--- src/rtl/wb_slave_mux.sv ---
// rtl/wb_slave_mux.sv - single-master Wishbone decoder to four slaves with ack watchdog
module wb_slave_mux #(
    parameter int         DATA_WIDTH = 16,
    parameter int         ADDR_WIDTH = 8,
    parameter logic [3:0] SLAVE_MASK = 4'b1111,
    parameter int         TIMEOUT    = 15
) (
    input  logic                    clk,
    input  logic                    rst,
    input  logic                    wbCycI,
    input  logic                    wbStbI,
    input  logic                    wbWeI,
    input  logic [ADDR_WIDTH-1:0]   wbAdrI,
    input  logic [DATA_WIDTH-1:0]   wbDatI,
    output logic [DATA_WIDTH-1:0]   wbDatO,
    output logic                    wbAckO,
    output logic                    wbErrO,
    output logic                    sCycO,
    output logic [3:0]              sStbO,
    output logic                    sWeO,
    output logic [ADDR_WIDTH-3:0]   sAdrO,
    output logic [DATA_WIDTH-1:0]   sDatO,
    input  logic [4*DATA_WIDTH-1:0] sDatI,
    input  logic [3:0]              sAckI
);

    // The watchdog counter is 8 bits wide and must never need to wrap.
    if (TIMEOUT < 1 || TIMEOUT > 255) begin : g_bad_timeout
        $error("wb_slave_mux: TIMEOUT must be in 1..255");
    end
    if (ADDR_WIDTH < 3) begin : g_bad_addr
        $error("wb_slave_mux: ADDR_WIDTH must be at least 3");
    end

    localparam logic [7:0] TIMEOUT_C = 8'(TIMEOUT);

    typedef enum logic [1:0] {
        ST_IDLE = 2'd0,
        ST_BUSY = 2'd1,
        ST_ERR  = 2'd2
    } state_t;

    state_t     state_q;
    logic [1:0] sel_q;
    logic [7:0] cnt_q;
    logic       err_q;
    logic       busy;
    logic [1:0] adr_sel;

    assign adr_sel = wbAdrI[ADDR_WIDTH-1:ADDR_WIDTH-2];
    assign busy    = (state_q == ST_BUSY);

    // Access sequencer: decode in IDLE, wait for ack or watchdog in BUSY, one-cycle error pulse.
    always_ff @(posedge clk) begin
        if (rst) begin
            state_q <= ST_IDLE;
            sel_q   <= 2'd0;
            cnt_q   <= 8'd0;
            err_q   <= 1'b0;
        end else begin
            err_q <= 1'b0;
            case (state_q)
                ST_IDLE: begin
                    if (wbCycI && wbStbI) begin
                        sel_q <= adr_sel;
                        cnt_q <= 8'd0;
                        if (SLAVE_MASK[adr_sel]) begin
                            state_q <= ST_BUSY;
                        end else begin
                            state_q <= ST_ERR;
                            err_q   <= 1'b1;
                        end
                    end
                end
                ST_BUSY: begin
                    if (sAckI[sel_q]) begin
                        state_q <= ST_IDLE;
                    end else if (!wbCycI) begin
                        // Master abandoned the cycle: leave quietly.
                        state_q <= ST_IDLE;
                    end else if (cnt_q == TIMEOUT_C) begin
                        state_q <= ST_ERR;
                        err_q   <= 1'b1;
                    end else begin
                        cnt_q <= cnt_q + 8'd1;
                    end
                end
                ST_ERR: begin
                    state_q <= ST_IDLE;
                end
                default: begin
                    state_q <= ST_IDLE;
                end
            endcase
        end
    end

    // Slave-side routing: only the frozen selection sees a strobe, and only while BUSY.
    always_comb begin
        sStbO = 4'b0000;
        if (busy) begin
            sStbO[sel_q] = wbStbI;
        end
    end

    // Master-side return path: ack and read data from the selected slave, gated to BUSY.
    always_comb begin
        wbAckO = 1'b0;
        wbDatO = '0;
        if (busy) begin
            wbAckO = sAckI[sel_q];
            wbDatO = sDatI[sel_q*DATA_WIDTH +: DATA_WIDTH];
        end
    end

    assign wbErrO = err_q;
    assign sCycO  = busy & wbCycI;
    assign sWeO   = wbWeI;
    assign sAdrO  = wbAdrI[ADDR_WIDTH-3:0];
    assign sDatO  = wbDatI;

endmodule
--- config.mk ---
export PLATFORM = sky130hd
export DESIGN_NAME = wb_slave_mux
export DESIGN_NICKNAME = d
export VERILOG_FILES = /design/src/rtl/wb_slave_mux.sv
export SDC_FILE = /design/constraint.sdc
export NUM_CORES = 1
export LEC_CHECK = 0
export CORE_MARGIN = 2
export CORE_UTILIZATION = 26
export CTS_CLUSTER_DIAMETER = 100
export DETAILED_ROUTE_END_ITERATION = 8
export GPL_ROUTABILITY_DRIVEN = 0
export GPL_TIMING_DRIVEN = 0
export HOLD_SLACK_MARGIN = 0.12
export PLACE_DENSITY = 0.81
export SYNTH_ARGS = -nofsm -noshare
export SYNTH_HDL_FRONTEND = slang
export SYNTH_SLANG_ARGS = --single-unit
--- constraint.sdc ---
create_clock -name clk -period 1.8 [get_ports clk]
set_input_delay 0.18 -clock clk [delete_from_list [all_inputs] [get_ports clk]]
set_output_delay 0.18 -clock clk [all_outputs]
set_load 0.005 [all_outputs]
; ---- Word-level counts from Yosys, hierarchy flattened
; Cells that the tools add are included.
[classes]
n_addsub = 1
magnitude_cmp = 3
bitwise_logic = 2
n_shift = 1
eq_ne = 7
n_reduce_logical = 7
muxes = 26
[ops]
columns = op, count
row1 = indexed part select 64 x 7 -> 16 bit, 1
row2 = 2-to-1 mux 8 bit, 4
row3 = 2-to-1 mux 16 bit, 1
row4 = one-hot mux 8 bit (2 select lines), 1
row5 = 2-to-1 mux 2 bit, 5
row6 = 2-to-1 mux 1 bit, 9
row7 = "adder 8 x 1 -> 8 bit, second input constant", 1
row8 = "equality test 8 x 4 -> 1 bit, second input constant", 1
row9 = "inequality test 2 bit, second input constant", 4
row10 = "< comparator 2 x 3 -> 1 bit, second input constant", 2
row11 = AND reduction 5 bit, 1
row12 = AND 4 bit, 1
row13 = binary-select mux 1 bit (select 2 bit), 2
row14 = 2-to-1 mux 4 bit, 1
row15 = "inequality test 4 x 2 -> 1 bit, second input constant", 1
row16 = one-hot mux 2 bit (2 select lines), 1
row17 = AND reduction 2 bit, 2
row18 = demux 1 bit (select 2 bit), 1
row19 = "equality test 2 x 1 -> 1 bit, second input constant", 1
row20 = "greater-or-equal comparator 2 x 1 -> 1 bit, second input constant", 1
row21 = logical AND 1 bit, 2
row22 = logical NOT 2 bit, 1
row23 = one-hot mux 1 bit (2 select lines), 1
row24 = nonzero test 2 bit, 1
row25 = AND 1 bit, 1
[totals]
input_bits = 97
regBits = 13
output_inout_bits = 46
elab_cells = 51

; ---- Longest topological paths before layout
; Gate-level depths: netlist (run 1).
[logic_depth]
word_depth = 6
ltp_mapped = 6
depth_no_buf = 5

; ---- Worst setup path before layout (run 1)
; No wires, ideal clock.
[synth_path]
kind = register to register
start = register sel_q[0]
end = register cnt_q[7]
synth_period_minus_slack_ps = 1947
required_time_ps = 1726
setup_ps = 74
path_stages_with_launch = 6
arrival_time_ps = 1873
path_buffers = 1
setup_slack_ps = -147
path_cell_list = dfxtp_1 -> mux4_2 -> a211o_1 -> buf_2 -> or4_1 -> a31oi_1
[synth_between]
elab_chain_len = 4
[synth_lines]
columns = item, line_no
row1 = from (decl), 44  ; logic [1:0] sel_q;
row2 = from (signal assigned), 65  ; sel_q <= adr_sel;
row3 = binary-select mux 1 bit (select 2 bit), 76  ; if (sAckI[sel_q]) begin
row4 = 2-to-1 mux 1 bit (not written as such), 76
row5 = inequality test 2 bit (no source line), --
row6 = AND reduction 5 bit (no source line), --
row7 = to (signal assigned), 85  ; cnt_q <= cnt_q + 8'd1;
row8 = to (decl), 45  ; logic [7:0] cnt_q;
; No other way between the ends. The select of a mux whose other input is x is not followed.
; A chain may end at the register's enable or synchronous reset.

; ---- Final worst setup path (run 1)
[layout_path]
start = register sel_q[0]
end = register cnt_q[2]
; The elaborated chain is that of the path after synthesis.

==> impl_results.md, run 1 <==
* Crit end category: flip-flop
* Reg2Reg Capture Point: cnt_q[2]
* Clk_skew at 0.0111 ns
* Worst slack at placement at -0.438 ns
* Synth cell types at 34
* CP Data Arrival Time at 2.14 ns
* Crit start category: flip-flop
* LEAKAGE at 1.19 nW
* Via count at 1,650
* Worst Setup SP: sel_q[0]
* Fin nets at 380
* Die area at 5720 sq um
* Fin crit period at 2.01 ns
* EDFF count, synth at 0
* Die X at 75.7 microns
* Initial antenna violation count at 0
* Max-cap violations at 0
* Layout cell share with drive strength beyond 1 at 0.370
* Failing checks: negative setup slack
* Max Slew Vio Count at 0
* Root Driver: clkbuf_8
* Skew-Pair Late Insertion Delay at 0.26 ns
* Maximum clock frequency at 0.496 GHz
* Setup TNS at -1.86 ns
* DR DRC count at 0
* Fin crit share at 1.12
* Starting Density at 0.265
* Flops & latches, synth at 13
* Fin worst setup slack at -0.214 ns
* P&R area growth vs syn at 121%
* Synth warn at 0
* Largest net degree at the start of global routing at 11
* Critical path class: flip-flop to flip-flop
* Sink Count at 13
* Average size of a mapped cell at 9.54 sq um
* Crit path to: cnt_q[2]
* TritonRoute pass-1 iters at 4
* Clock-pin slew on the worst setup and hold paths at 0.07 ns
* Critical path required time at 1.93 ns
* H-tree levels at 1
* Buffers on Ports at 119
* Seq/Total Area, Yosys at 0.195
* Worst-case vdd ir drop at 286 uV
* GR Util All Layers at 0.168
* Syn Nets at 238
* Core area at 5040 sq um
* Fillers at 430
* Cells after Synth at 140
* FFs w/ async S/R, synth at 0
* DR vias/cell at 4.70
* DP Wirelength at 3.98 mm
* Min-Delay Path Depth at 2
* Final hold vios at 0
* Max_slew headroom at 0.650
* Outcome: finished, violations left
* Area of the multi-input gates at 911 sq um
* R2R depth at 8
* Syn Std Cell Area at 1340 sq um
* Worst R2R Setup Slack at -0.21 ns
* Setup-failing EPs final at 18
* Floorplan row count at 26
* Routed Antenna Nets at 0
* Post-synth top flop: dfxtp_1
* # IOs at 143
* Slew of the pin with the lowest slew margin at 0.525 ns
* CTS tree: done
* Die Y at 75.7 microns
* CTS Buf Count at 3
* RSZ-0062 raised after global routing: true
* DR iter-0 viols at 123
* Vias in the first global route at 1,538
* Reg area at 267 sq um
* Drt wl/cell at 14.8 microns
* CP max FO at 8
* N_diodes at 0
* Final wirelength at 5.19 mm
* Critical R2R Launch: sel_q[0]
* First-pass GRT wire length at 7.20 mm
* Hold Path Class: flip-flop to flip-flop
* Power per cell area at 356 nW/um^2
* Remaining global-route overflow at 0
* Worst-case clock buffer depth at 2
how the worst min path moves through the flow:
stage,endpoint,slack (ns),start
after floorplan,sel_q[0],0.32,wbAdrI[6]
after global placement,cnt_q[1],0.48,cnt_q[1]
after detailed placement,cnt_q[1],0.49,cnt_q[1]
after CTS,cnt_q[1],0.50,cnt_q[1]
after global routing,sel_q[1],0.53,wbAdrI[7]
final,cnt_q[4],0.51,cnt_q[4]
stage by stage:
step / power, mW / util / hold WS (ns) / instance area [sq um] / cells
6_report: 1.05 / 0.584 / 0.510 / 2950 / 351
5_1_grt: 1.10 / 0.584 / 0.535 / 2950 / 351
4_1_cts: 1.02 / 0.563 / 0.504 / 2840 / 345
3_5_place_dp: 0.721 / 0.520 / 0.495 / 2620 / 329
3_3_place_gp: 0.713 / 0.520 / 0.482 / 2620 / 329
2_1_floorplan: 0.457 / - / 0.324 / 1340 / 140
where the power goes:
group,internal [mW],switching (mW),total (mW)
registers,0.291,0.00406,0.295
logic,0.353,0.125,0.478
clock network,0.154,0.123,0.276
total,0.798,0.252,1.05
routing by layer:
layer | vias to the layer above | share of wire | global-route usage
met5 | - | 0 | 0
met4 | 0 | 0.012 | 0.0429
met3 | 6 | 0.088 | 0.0542
met2 | 81 | 0.56 | 0.299
met1 | 778 | 0.34 | 0.194
li1 | 785 | - | -
state kept, by name, indices dropped and copies added (netlist names):
signal / flops
state_q: 2
cnt_q: 8
wbErrO: 1
sel_q: 2
cell usage after synthesis, drive strengths merged, types with 3 or more instances:
| master | instances | area share |
|---|---|---|
| clkbuf | 6 | 0.017 |
| dfxtp | 13 | 0.19 |
| nor2 | 6 | 0.017 |
| buf | 26 | 0.14 |
| o21ai | 3 | 0.011 |
| nand3 | 7 | 0.026 |
| inv | 5 | 0.014 |
| nand4b | 3 | 0.020 |
| nand2 | 4 | 0.011 |
| mux4 | 17 | 0.29 |
| a21oi | 4 | 0.015 |
| nor3 | 3 | 0.011 |
| and2 | 17 | 0.080 |
cell families after synthesis:
| logic type | synth area share |
|---|---|
| buf+inv | 0.171 |
| fa+ha+maj | 0.00937 |
| mux | 0.302 |
| simple gates | 0.231 |
| compound gates | 0.0919 |
| flops | 0.195 |
repair_timing:
| item | 4_1_cts | 5_1_grt |
|---|---|---|
| setup buffers | 10 | 8 |
| resized for setup | 90 | 29 |
| endpoints found under the setup margin | 25 | 28 |
| hold buffers | 0 | 0 |
| pin swaps | 11 | 10 |
| hold endpoints to repair | 0 | 0 |
| cloned | 2 | 0 |
cells in the final DEF, fill, tap and decap left out, drive strengths merged, types with 2 or more instances in the layout:
cell type / netlist / layout
clkdlybuf4s50: 0 / 98
buf: 26 / 59
mux4: 17 / 17
and2: 17 / 17
dfxtp: 13 / 13
clkbuf: 6 / 8
nand3: 7 / 7
nor2: 6 / 6
inv: 5 / 5
nand2: 4 / 4
a21oi: 4 / 4
nor3: 3 / 3
nand4b: 3 / 3
o21ai: 3 / 3
clkdlybuf4s15: 0 / 3
nand3b: 2 / 2
a311oi: 2 / 2
o211ai: 2 / 2
nor4: 2 / 2
mux2i: 2 / 2
dlymetal6s2s: 0 / 2
dlygate4sd2: 0 / 2
or3: 2 / 2
or4: 2 / 2
worst max-delay path: stages, from the launching register on:
cell,delay [ns]
dfxtp_4,0.36
buf_6,0.09
mux4_2,0.52
a211o_1,0.26
buf_6,0.14
buf_4,0.13
buf_6,0.11
o211ai_1,0.20
a21oi_2,0.07
final cells by class:
| type | instances | share of cell area |
|---|---|---|
| timing repair buffer | 138 | 0.468 |
| multi-input combinational | 90 | 0.309 |
| sequential | 13 | 0.0905 |
| buffer | 31 | 0.0803 |
| tap | 70 | 0.0297 |
| clock buffer | 3 | 0.0140 |
| inverter | 5 | 0.00637 |
| clock inverter | 1 | 0.00170 |
(Power assumes the default switching activity.)
==> run 2: changes to the inputs <==
--- a/config.mk
+++ b/config.mk
@@ -6,13 +6,13 @@
 export NUM_CORES = 1
 export LEC_CHECK = 0
 export CORE_MARGIN = 2
-export CORE_UTILIZATION = 26
+export CORE_UTILIZATION = 29
 export CTS_CLUSTER_DIAMETER = 100
 export DETAILED_ROUTE_END_ITERATION = 8
 export GPL_ROUTABILITY_DRIVEN = 0
 export GPL_TIMING_DRIVEN = 0
 export HOLD_SLACK_MARGIN = 0.12
-export PLACE_DENSITY = 0.81
+export PLACE_DENSITY = 0.85
 export SYNTH_ARGS = -nofsm -noshare
 export SYNTH_HDL_FRONTEND = slang
 export SYNTH_SLANG_ARGS = --single-unit
==> constraint.sdc (replaced) <==
create_clock -name clk -period 2 [get_ports clk]
set_input_delay 0.2 -clock clk [delete_from_list [all_inputs] [get_ports clk]]
set_output_delay 0.2 -clock clk [all_outputs]
set_load 0.005 [all_outputs]
==> run 2 against run 1 <==
  * The flow now finishes without violations
  * Via count up 0.55%
  * Combinational power down 14%
  * Clock skew down 0.010 ns
  * Clock-buffer cell count up 1
  * Final cell count down 4.8%
  * Routed wire length down 5.3%
  * Global-route usage up 1.2 points
  * Critical path depth down 4
  * Non-clock buffer count up 1
  * Sequential cell count unchanged
  * Worst setup slack better by 0.23 ns
  * Sequential share of layout area up 0.20 points
  * Largest power group unchanged
  * Highest routed layer unchanged
==> impl_results.md, run 2 (synthesized netlist as in run 1, its figures left out) <==
* Power per cell area at 321 nW/um^2
* Worst R2R Setup Slack at 0.01 ns
* Layout cell share with drive strength beyond 1 at 0.270
* CP max FO at 8
* Hold buffers post-CTS at 0
* Largest register FFs at 8
* # IOs at 143
* Max-cap violations at 0
* Maximum clock frequency at 0.503 GHz
* Psw at 0.206 mW
* Initial antenna violation count at 0
* Commonest non-fill, non-tap cell in the layout: clkdlybuf4s50_1
* Buffers on Ports at 119
* Fin nets at 381
* Slew of the pin with the lowest slew margin at 0.481 ns
* GR Util All Layers at 0.180
* Fin crit share at 0.994
* Clock-pin slew on the worst setup and hold paths at 0.06 ns
* Starting Density at 0.305
* Min-delay src: cnt_q[1]
* Worst-case vdd ir drop at 161 uV
* Critical R2R Launch: sel_q[0]
* RSZ-0062 raised after global routing: true
* CP Data Arrival Time at 2.16 ns
* TritonRoute pass-1 iters at 4
* Top reg by flops: cnt_q
* DR iter-0 viols at 66
* Die area at 5160 sq um
* Outcome: complete, no violations
* Crit start category: flip-flop
* Reg2Reg Capture Point: cnt_q[7]
* Critical path class: flip-flop to flip-flop
* LEAKAGE at 1.19 nW
* Most frequent cells in the layout: clkdlybuf4s50_1 (99), buf_4 (39), mux4_2 (17)
* Setup-failing EPs final at 0
* Drt wl/cell at 14.7 microns
* Vias in the first global route at 1,585
* N_diodes at 0
* Die Y at 71.9 microns
* Root Driver: clkbuf_8
* Post-Route Utilization at 0.651
* Fin crit period at 1.99 ns
* DP Wirelength at 3.92 mm
* CTS Buf Count at 3
* Max_slew headroom at 0.679
* Critical path required time at 2.17 ns
* Largest net degree at the start of global routing at 11
* Worst-case clock buffer depth at 2
* Clk_skew at 0.00105 ns
* Area of the multi-input gates at 868 sq um
* Via count at 1,659
* Sw Share at 0.225
* Reg power frac at 0.291
* Fillers at 339
* First-pass GRT wire length at 7.26 mm
* Final wirelength at 4.92 mm
* Reg area at 264 sq um
* P&R area growth vs syn at 114%
* Crit end category: flip-flop
* Pint at 0.709 mW
* Floorplan row count at 24
* DR vias/cell at 4.97
* Remaining global-route overflow at 0
* CTS tree: done
* Gate power share at 0.447
* R2R depth at 4
* Sink Count at 13
* Worst Setup SP: sel_q[0]
* H-tree levels at 1
* Hold Path Class: flip-flop to flip-flop
* WHS Endpoint: cnt_q[1]
* Clock power frac at 0.263
* Die X at 71.9 microns
* Largest registers: cnt_q (8), sel_q (2), state_q (2)
* Pwr Total at 0.916 mW
* Min-Delay Path Depth at 2
* Max Slew Vio Count at 0
* DR DRC count at 0
* Skew-Pair Late Insertion Delay at 0.25 ns
* Routed Antenna Nets at 0
* Core area at 4380 sq um
* Final hold vios at 0
==> run 2: routing by layer <==
metal / GRT usage / wire length [microns] / vias to the layer above
li1: - / - / 789
met1: 0.189 / 1580 / 766
met2: 0.345 / 2750 / 94
met3: 0.0534 / 477 / 10
met4: 0.0503 / 103 / 0
met5: 0 / 0 / -
==> run 2: layout make-up <==
class | instances | area share
Tap cell | 52 | 0.0228
Inverter | 5 | 0.00658
Buffer | 31 | 0.0833
Timing Repair Buffer | 139 | 0.475
Multi-Input combinational cell | 90 | 0.304
Sequential cell | 13 | 0.0925
Clock buffer | 4 | 0.0158
==> run 2: worst max-delay path by stage <==
| stage | endpoint | slack, ns |
|---|---|---|
| 3_5_place_dp | wbDatO[9] | -0.34 |
| 2_1_floorplan | cnt_q[7] | 0.05 |
| 3_3_place_gp | wbDatO[9] | -0.30 |
| 6_report | cnt_q[7] | 0.01 |
| 5_1_grt | cnt_q[7] | -0.03 |
| 4_1_cts | wbDatO[3] | 0.003 |
==> run 2: power by group through the flow <==
stage	combinational [mW]	sequential, mW	clock (mW)
final	0.409	0.266	0.240
after global routing	0.435	0.267	0.251
after CTS	0.400	0.266	0.244
after detailed placement	0.375	0.271	0
after global placement	0.368	0.271	0
after floorplan	0.141	0.270	0
==> run 2: repair_timing <==
action                     4_1_cts  5_1_grt
pin swaps                        0        4
gates cloned                     1        0
setup endpoints to repair       22       16
gates resized for setup         40       17
setup buffers                   13        6
==> run 2: stage by stage <==
step | setup TNS [ns] | hold WS (ns) | cells | setup slack (ns) | cell area [sq um]
after floorplan | 0 | 0.344 | 140 | 0.0525 | 1340
after global placement | -3.24 | 0.482 | 311 | -0.303 | 2590
after detailed placement | -3.79 | 0.492 | 311 | -0.340 | 2590
after CTS | 0 | 0.500 | 328 | 0.00344 | 2780
after global routing | -0.0305 | 0.519 | 334 | -0.0288 | 2850
final | 0 | 0.501 | 334 | 0.0130 | 2850
==> run 2: critical path, cell delays in order (launching register included) <==
cell and delay (ns):
dfxtp_4 0.39, mux4_2 0.54, a211o_4 0.37, or4_1 0.47
a31oi_1 0.14
